--- src/rtl/acc_write_sequencer.sv ---
// Accumulator write sequencer for one matrix-multiply instruction.
// It waits out the systolic fill latency, then issues contiguous writes whose addresses wrap at ACC_DEPTH.
module acc_write_sequencer #(
  parameter int MATRIX_WIDTH     = 14,
  parameter int ADDR_WIDTH       = 16,
  parameter int LEN_WIDTH        = 32,
  parameter int ACC_DEPTH        = 4096,
  parameter int SYSTOLIC_LATENCY = 28
) (
  input  logic                  clk,
  input  logic                  rst,
  input  logic                  enable,
  input  logic                  instr_valid,
  output logic                  instr_ready,
  input  logic [ADDR_WIDTH-1:0] instr_acc_addr,
  input  logic [LEN_WIDTH-1:0]  instr_length,
  input  logic                  instr_accumulate,
  output logic                  acc_wr_en,
  output logic [ADDR_WIDTH-1:0] acc_wr_addr,
  output logic                  acc_wr_accumulate,
  output logic                  busy,
  output logic                  done
);

  localparam int LAT_W = (SYSTOLIC_LATENCY > 1) ? $clog2(SYSTOLIC_LATENCY) : 1;
  localparam logic [LAT_W-1:0]    LAT_LOAD = LAT_W'(SYSTOLIC_LATENCY - 1);
  localparam logic [ADDR_WIDTH:0] DEPTH    = (ADDR_WIDTH + 1)'(ACC_DEPTH);

  if (ACC_DEPTH < 2 || ACC_DEPTH > (1 << ADDR_WIDTH)) begin : g_bad_depth
    $error("acc_write_sequencer: ACC_DEPTH out of range");
  end
  if (SYSTOLIC_LATENCY < 1 || MATRIX_WIDTH < 1) begin : g_bad_geometry
    $error("acc_write_sequencer: SYSTOLIC_LATENCY and MATRIX_WIDTH must be >= 1");
  end

  typedef enum logic [1:0] {
    ST_IDLE,
    ST_WAIT,
    ST_WRITE,
    ST_DONE
  } state_t;

  state_t                state_q, state_d;
  logic [LAT_W-1:0]      lat_q, lat_d;
  logic [LEN_WIDTH-1:0]  rem_q, rem_d;
  logic [ADDR_WIDTH-1:0] addr_q, addr_d;
  logic                  accum_q, accum_d;
  logic [ADDR_WIDTH-1:0] last_addr_q, last_addr_d;
  logic                  last_accum_q, last_accum_d;
  logic [ADDR_WIDTH:0]   addr_inc;
  logic [ADDR_WIDTH-1:0] addr_next;
  logic                  accept;

  always_comb begin
    state_d      = state_q;
    lat_d        = lat_q;
    rem_d        = rem_q;
    addr_d       = addr_q;
    accum_d      = accum_q;
    last_addr_d  = last_addr_q;
    last_accum_d = last_accum_q;

    instr_ready = enable && (state_q == ST_IDLE);
    accept      = instr_valid && instr_ready;
    acc_wr_en   = enable && (state_q == ST_WRITE);
    done        = enable && (state_q == ST_DONE);
    busy        = (state_q != ST_IDLE);

    // Wider sum so the wrap compare also works when ACC_DEPTH == 2**ADDR_WIDTH.
    addr_inc  = {1'b0, addr_q} + (ADDR_WIDTH + 1)'(1);
    addr_next = (addr_inc >= DEPTH) ? '0 : addr_inc[ADDR_WIDTH-1:0];

    if (enable) begin
      unique case (state_q)
        ST_IDLE: begin
          if (accept) begin
            addr_d  = instr_acc_addr;
            rem_d   = instr_length;
            accum_d = instr_accumulate;
            lat_d   = LAT_LOAD;
            state_d = (instr_length == '0) ? ST_DONE : ST_WAIT;
          end
        end
        ST_WAIT: begin
          if (lat_q == '0) state_d = ST_WRITE;
          else             lat_d   = lat_q - LAT_W'(1);
        end
        ST_WRITE: begin
          last_addr_d  = addr_q;
          last_accum_d = accum_q;
          addr_d       = addr_next;
          rem_d        = rem_q - LEN_WIDTH'(1);
          if (rem_q == LEN_WIDTH'(1)) state_d = ST_DONE;
        end
        ST_DONE: state_d = ST_IDLE;
        default: state_d = ST_IDLE;
      endcase
    end

    // Outside a write the port shows the most recent write, not the pending one.
    acc_wr_addr       = acc_wr_en ? addr_q  : last_addr_q;
    acc_wr_accumulate = acc_wr_en ? accum_q : last_accum_q;
  end

  always_ff @(posedge clk) begin
    if (rst) begin
      state_q      <= ST_IDLE;
      lat_q        <= '0;
      rem_q        <= '0;
      addr_q       <= '0;
      accum_q      <= 1'b0;
      last_addr_q  <= '0;
      last_accum_q <= 1'b0;
    end else begin
      state_q      <= state_d;
      lat_q        <= lat_d;
      rem_q        <= rem_d;
      addr_q       <= addr_d;
      accum_q      <= accum_d;
      last_addr_q  <= last_addr_d;
      last_accum_q <= last_accum_d;
    end
  end

  a_addr_in_range: assert property (@(posedge clk) disable iff (rst)
    accept |-> ({1'b0, instr_acc_addr} < DEPTH));

endmodule

--- config.mk ---
export PLATFORM = sky130hd
export DESIGN_NAME = acc_write_sequencer
export DESIGN_NICKNAME = d
export VERILOG_FILES = /design/src/rtl/acc_write_sequencer.sv
export SDC_FILE = /design/constraint.sdc
export NUM_CORES = 1
export LEC_CHECK = 0
export ABC_AREA = 1
export BUFFER_PORTS_ARGS = -buffer_cell sky130_fd_sc_hd__buf_4
export CAP_MARGIN = 30
export CORE_ASPECT_RATIO = 1.25
export CORE_UTILIZATION = 50
export CTS_CLUSTER_SIZE = 30
export DETAILED_ROUTE_END_ITERATION = 8
export PLACE_DENSITY = 0.82
export SETUP_SLACK_MARGIN = 0.1
export SYNTH_ARGS = -nofsm -noshare
export SYNTH_HDL_FRONTEND = slang
export SYNTH_SLANG_ARGS = --single-unit
--- constraint.sdc ---
create_clock -name clk -period 5.3 [get_ports clk]
set_clock_uncertainty 0.05 [all_clocks]
set_input_delay 1.06 -clock clk [delete_from_list [all_inputs] [get_ports clk]]
set_output_delay 1.06 -clock clk [all_outputs]
set_load 0.03 [all_outputs]
==> results.json, run 1 <==
{
  "maxCapViolCount": 0,
  "grtUsageTotal_pct": 26.1,
  "antenna_found_initial": 0,
  "clk_path_buf_depth": 2,
  "synth.distinct_cells": 30,
  "antenna_cells": 0,
  "grt_pass1_wl_mm": 20.4,
  "area_delta_synth_final_pct": 18.1,
  "wirelength_mm": 12.1,
  "outcome": "complete, no violations",
  "clock_latency_ps": 340,
  "finalCriticalPeriod_ps": 3460,
  "critPathArrivalTime_ps": 2350,
  "setup_viol": 0,
  "fin_crit_sh_pct": 65.2,
  "syn_area_sq_um": 4750,
  "worst_pin_slew_ps": 976,
  "post_cts_buffers": 0,
  "mostFrequentLayoutCells": "nand2_1 (157), nor2_1 (132), inv_1 (89)",
  "die-width_um": 89.2,
  "start_util_pct": 51.8,
  "postCtsHoldBufs": 0,
  "power.switching_uw": 890,
  "layout.nets": 889,
  "dieArea_sq_um": 9910,
  "fin_util_pct": 61.2,
  "grt_start_max_net_pins": 61,
  "dpl.hpwl_mm": 8.59,
  "fmax_ghz": 0.289,
  "die_h_um": 111,
  "core_area_sq_um": 9170,
  "layout-drive-gt1-share_pct": 17.1,
  "peakVddDrop_mv": 0.203,
  "viasPerCell": 5.21,
  "cts.sinks": 73,
  "gr-total-overflow": 0,
  "syn_inst": 771,
  "rsz0062_at_grt": "no",
  "crit_type": "input port to output port",
  "intPower_mw": 1.25,
  "place_congestion": 0.929,
  "p_comb_share_pct": 41.4,
  "ys_seq_area_share_pct": 30.7,
  "start_kind": "input port",
  "drt_drc_violations_left": 0,
  "power_leakage_nw": 2.62,
  "slew_viol_final": 0,
  "cp_max_fo": 18,
  "first_iter_violations": 219,
  "required_ps": 4190,
  "cts-root-buf": "clkbuf_16",
  "switching_share_pct": 41.6,
  "crit_path_end_kind": "output port",
  "finalHoldViolations": 0,
  "wl_per_cell_um": 12.7,
  "p_seq_share_pct": 32.5,
  "fin_tns_setup_ps": 0,
  "final_common_cell": "nand2_1",
  "synthArstFlopShare_pct": 0,
  "vias": 4964,
  "cts_resized": 0,
  "tritoncts": "done",
  "clk_pin_slew_ps": 60,
  "min_path_type": "flip-flop to flip-flop",
  "io_pins": 74,
  "grt_pass1_vias": 4705,
  "powerDensity_nw_per_um2": 381,
  "synth_flop_cell": "dfxtp_1",
  "fp-row-count": 39,
  "p_clk_share_pct": 26.1,
  "numCtsBuffers": 9,
  "port_buffers": 73,
  "syn_nets": 834,
  "ys_seq_elements": 73,
  "firstDrtPassIters": 5,
  "ys_warn_count": 0,
  "syn_area_per_cell_sq_um": 6.17,
  "relSlewSlack_pct": 34.8,
  "synth-edff-count": 0,
  "cts_max_level": 3,
  "ant_nets": 0
}
[power groups by stage]
stage / logic (mW) / registers [mW] / clock network [mW]
after floorplan: 0.669 / 0.685 / 0
after global placement: 0.869 / 0.703 / 0
after detailed placement: 0.877 / 0.704 / 0
after CTS: 0.884 / 0.694 / 0.566
after global routing: 1.00 / 0.705 / 0.592
final: 0.884 / 0.695 / 0.559
[area by class of cell]
type	instances	area, sq um
Clock buffer	10	239
Clock inverter	5	32.5
Fill cell	910	3560
Inverter	92	345
Multi-Input combinational cell	573	2800
Sequential cell	73	1460
Tap cell	123	154
Timing Repair Buffer	77	578
[final timing paths]
path                   start              to  slack [ps]  cells past startpoint
setup reg to reg  state_q[0]        rem_q[5]        2460                     10
hold reg to reg     lat_q[4]        lat_q[4]         430                      2
hold / removal      lat_q[4]        lat_q[4]         430                      2
setup / recovery      enable  acc_wr_addr[7]        1840                      8
[critical path: stages]
cell and delay, ps:
buf_4 120, nand2_1 60, buf_4 200, inv_1 220, or2_2 330, o21ai_0 110
inv_1 70, buf_4 170
[metal layers]
layer  GRT usage [%]  vias up  share of wire, %
li1                -     2580                 -
met1            31.3     2201                42
met2            43.9      144                49
met3            4.39       39               4.9
met4            12.7        0               3.9
met5               0        -                 0
[cell families after synthesis]
logic type      after synthesis  share of synthesized area, %
fa+ha+maj                    10                          2.63
buf+inv                     125                          10.3
xor+xnor                      9                          1.66
compound gates              171                          19.5
simple gates                383                          35.2
flops                        73                          30.7
[flip-flops by register name, summed over array words and instances (netlist names)]
register and flops:
lat_q 5, last_addr_q 16, state_q 2, last_accum_q 1
addr_q 16, accum_q 1, rem_q 32
[cell usage after synthesis, types with 10 or more instances]
library cell | number | area share (%)
inv_1 | 89 | 7.0
a21oi_2 | 11 | 2.0
a21oi_1 | 69 | 7.3
dfxtp_1 | 73 | 31
or2_2 | 17 | 2.2
nand2_1 | 157 | 12
nand4_1 | 11 | 1.4
o21ai_0 | 72 | 7.6
ha_1 | 10 | 2.6
nand3_2 | 10 | 2.1
nand3_1 | 38 | 4.0
clkbuf_1 | 25 | 2.0
nor2_1 | 132 | 10
[stage by stage]
step	hold slack [ps]	cells	area (sq um)	power [mW]	setup WS, ps
4_1_cts	434	953	5610	2.14	1830
2_1_floorplan	391	771	4750	1.35	1960
3_3_place_gp	399	938	5340	1.57	1890
5_1_grt	462	953	5610	2.30	1710
6_report	427	953	5610	2.14	1840
3_5_place_dp	426	938	5340	1.58	1830
Power figures use the tool's default switching activity.
==> run 2: changes to the inputs <==
==> constraint.sdc (replaced) <==
create_clock -name clk -period 3.6 [get_ports clk]
set_clock_uncertainty 0.05 [all_clocks]
set_input_delay 0.72 -clock clk [delete_from_list [all_inputs] [get_ports clk]]
set_output_delay 0.72 -clock clk [all_outputs]
set_load 0.03 [all_outputs]
==> run 2 against run 1 <==
Clock power rose by 86%. Sequential power rose by 47%. Power up 58%. Hold slack better by 4.4 ps. Core utilization up 1.0 points. Combinational power is 49% higher. Setup slack got worse by 1200 ps. Via count increased by 2.8%. Highest routed layer unchanged.
==> results.json, run 2 (synthesis gave the netlist of run 1 again) <==
{
  "viasPerCell": 5.34,
  "p_seq_share_pct": 30.2,
  "hold_slack_ps": 432,
  "cts.sinks": 73,
  "intPower_mw": 2.05,
  "postCtsHoldBufs": 0,
  "dieArea_sq_um": 9910,
  "grtUsageTotal_pct": 26.1,
  "ant_nets": 0,
  "finalHoldViolations": 0,
  "crit_type": "flip-flop to output port",
  "firstDrtPassIters": 5,
  "layout.nets": 890,
  "grt_pass1_wl_mm": 20.5,
  "numCtsBuffers": 9,
  "cts_resized": 0,
  "final_common_cell": "nand2_1",
  "critPathArrivalTime_ps": 2230,
  "start_util_pct": 51.8,
  "top_register": "rem_q",
  "first_iter_violations": 200,
  "switching_share_pct": 39.5,
  "min_path_type": "flip-flop to flip-flop",
  "fin_tns_setup_ps": 0,
  "antenna_cells": 0,
  "grtUsageMet2_pct": 46.0,
  "start_kind": "flip-flop",
  "place_congestion": 0.936,
  "clk_pin_slew_ps": 60,
  "worst_pin_slew_ps": 616,
  "rsz0062_at_grt": "no",
  "outcome": "complete, no violations",
  "power_leakage_nw": 2.66,
  "drt_drc_violations_left": 0,
  "slew_viol_final": 0,
  "dpl.hpwl_mm": 8.80,
  "power.switching_mw": 1.34,
  "post_cts_buffers": 0,
  "cts_max_level": 3,
  "die_h_um": 111,
  "clk_path_buf_depth": 2,
  "largest_register_ffs": 32,
  "core_area_sq_um": 9170,
  "port_buffers": 73,
  "vias": 5104,
  "io_pins": 74,
  "post-place-ws_ps": 796,
  "setup_ws_ps": 601,
  "grt.busiest_layer": "met2",
  "mostFrequentLayoutCells": "nand2_1 (157), nor2_1 (132), inv_1 (89)",
  "fp-row-count": 39,
  "area_delta_synth_final_pct": 20.0,
  "peakVddDrop_mv": 0.318,
  "p_comb_share_pct": 39.0,
  "cp_max_fo": 18,
  "fin_crit_sh_pct": 83.3,
  "reg_top3": "rem_q x32, addr_q x16, last_addr_q x16",
  "p_clk_share_pct": 30.8,
  "global_route.usage.met3_pct": 3.50,
  "antenna_found_initial": 0,
  "layout-drive-gt1-share_pct": 17.2,
  "grt_pass1_vias": 4769,
  "wl_per_cell_um": 13.0,
  "grt_start_max_net_pins": 61,
  "finalCriticalPeriod_ps": 3000,
  "fmax_ghz": 0.333,
  "die-width_um": 89.2,
  "required_ps": 2830,
  "wirelength_mm": 12.4,
  "crit_path_end_kind": "output port",
  "setup_viol": 0,
  "clock_latency_ps": 340,
  "relSlewSlack_pct": 58.9,
  "cts-root-buf": "clkbuf_16",
  "tritoncts": "done",
  "powerDensity_nw_per_um2": 593,
  "gr-total-overflow": 0,
  "grt_use_met1_pct": 30.7,
  "maxCapViolCount": 0
}
-- run 2: layout make-up --
type / count / area (sq um)
Sequential cell: 73 / 1460
Fill cell: 867 / 3470
Tap cell: 123 / 154
Clock inverter: 6 / 115
Inverter: 92 / 345
Timing Repair Buffer: 78 / 598
Multi-Input combinational cell: 573 / 2800
Clock buffer: 10 / 229
-- run 2: stage by stage --
step	cells	cell area, sq um	util (%)	power [mW]
floorplan	771	4750	-	1.99
global placement	938	5340	58.2	2.31
detailed placement	938	5340	58.2	2.33
CTS	954	5690	62.0	3.37
global route	955	5710	62.2	3.60
finish	955	5710	62.2	3.39
-- run 2: power by group through the flow --
| stage | clock network [mW] | registers (mW) | logic [mW] |
|---|---|---|---|
| floorplan | 0 | 1.01 | 0.985 |
| global placement | 0 | 1.04 | 1.27 |
| detailed placement | 0 | 1.04 | 1.29 |
| CTS | 1.05 | 1.02 | 1.30 |
| global route | 1.08 | 1.04 | 1.48 |
| finish | 1.04 | 1.02 | 1.32 |
-- run 2: final timing paths --
| check | from | to | slack, ps | cells past startpoint |
|---|---|---|---|---|
| worst max-delay path | state_q[0] | acc_wr_addr[5] | 600 | 9 |
| worst min-delay path | lat_q[4] | lat_q[4] | 430 | 2 |
| worst max register to register | state_q[0] | rem_q[3] | 1240 | 9 |
| worst min register to register | lat_q[4] | lat_q[4] | 430 | 2 |
-- run 2: routing by layer --
layer	vias up	part of all wire (%)
met4	0	3.0
met1	2323	42
met3	29	5.4
met5	-	0
met2	151	50
li1	2601	-
-- run 2: critical path: stages, from the launching register on --
cell and delay (ps):
dfxtp_1 360, inv_1 100, ha_1 220, nand2_1 60, buf_4 210, inv_1 240, or2_2 340, o21ai_1 120
inv_1 80, buf_4 170
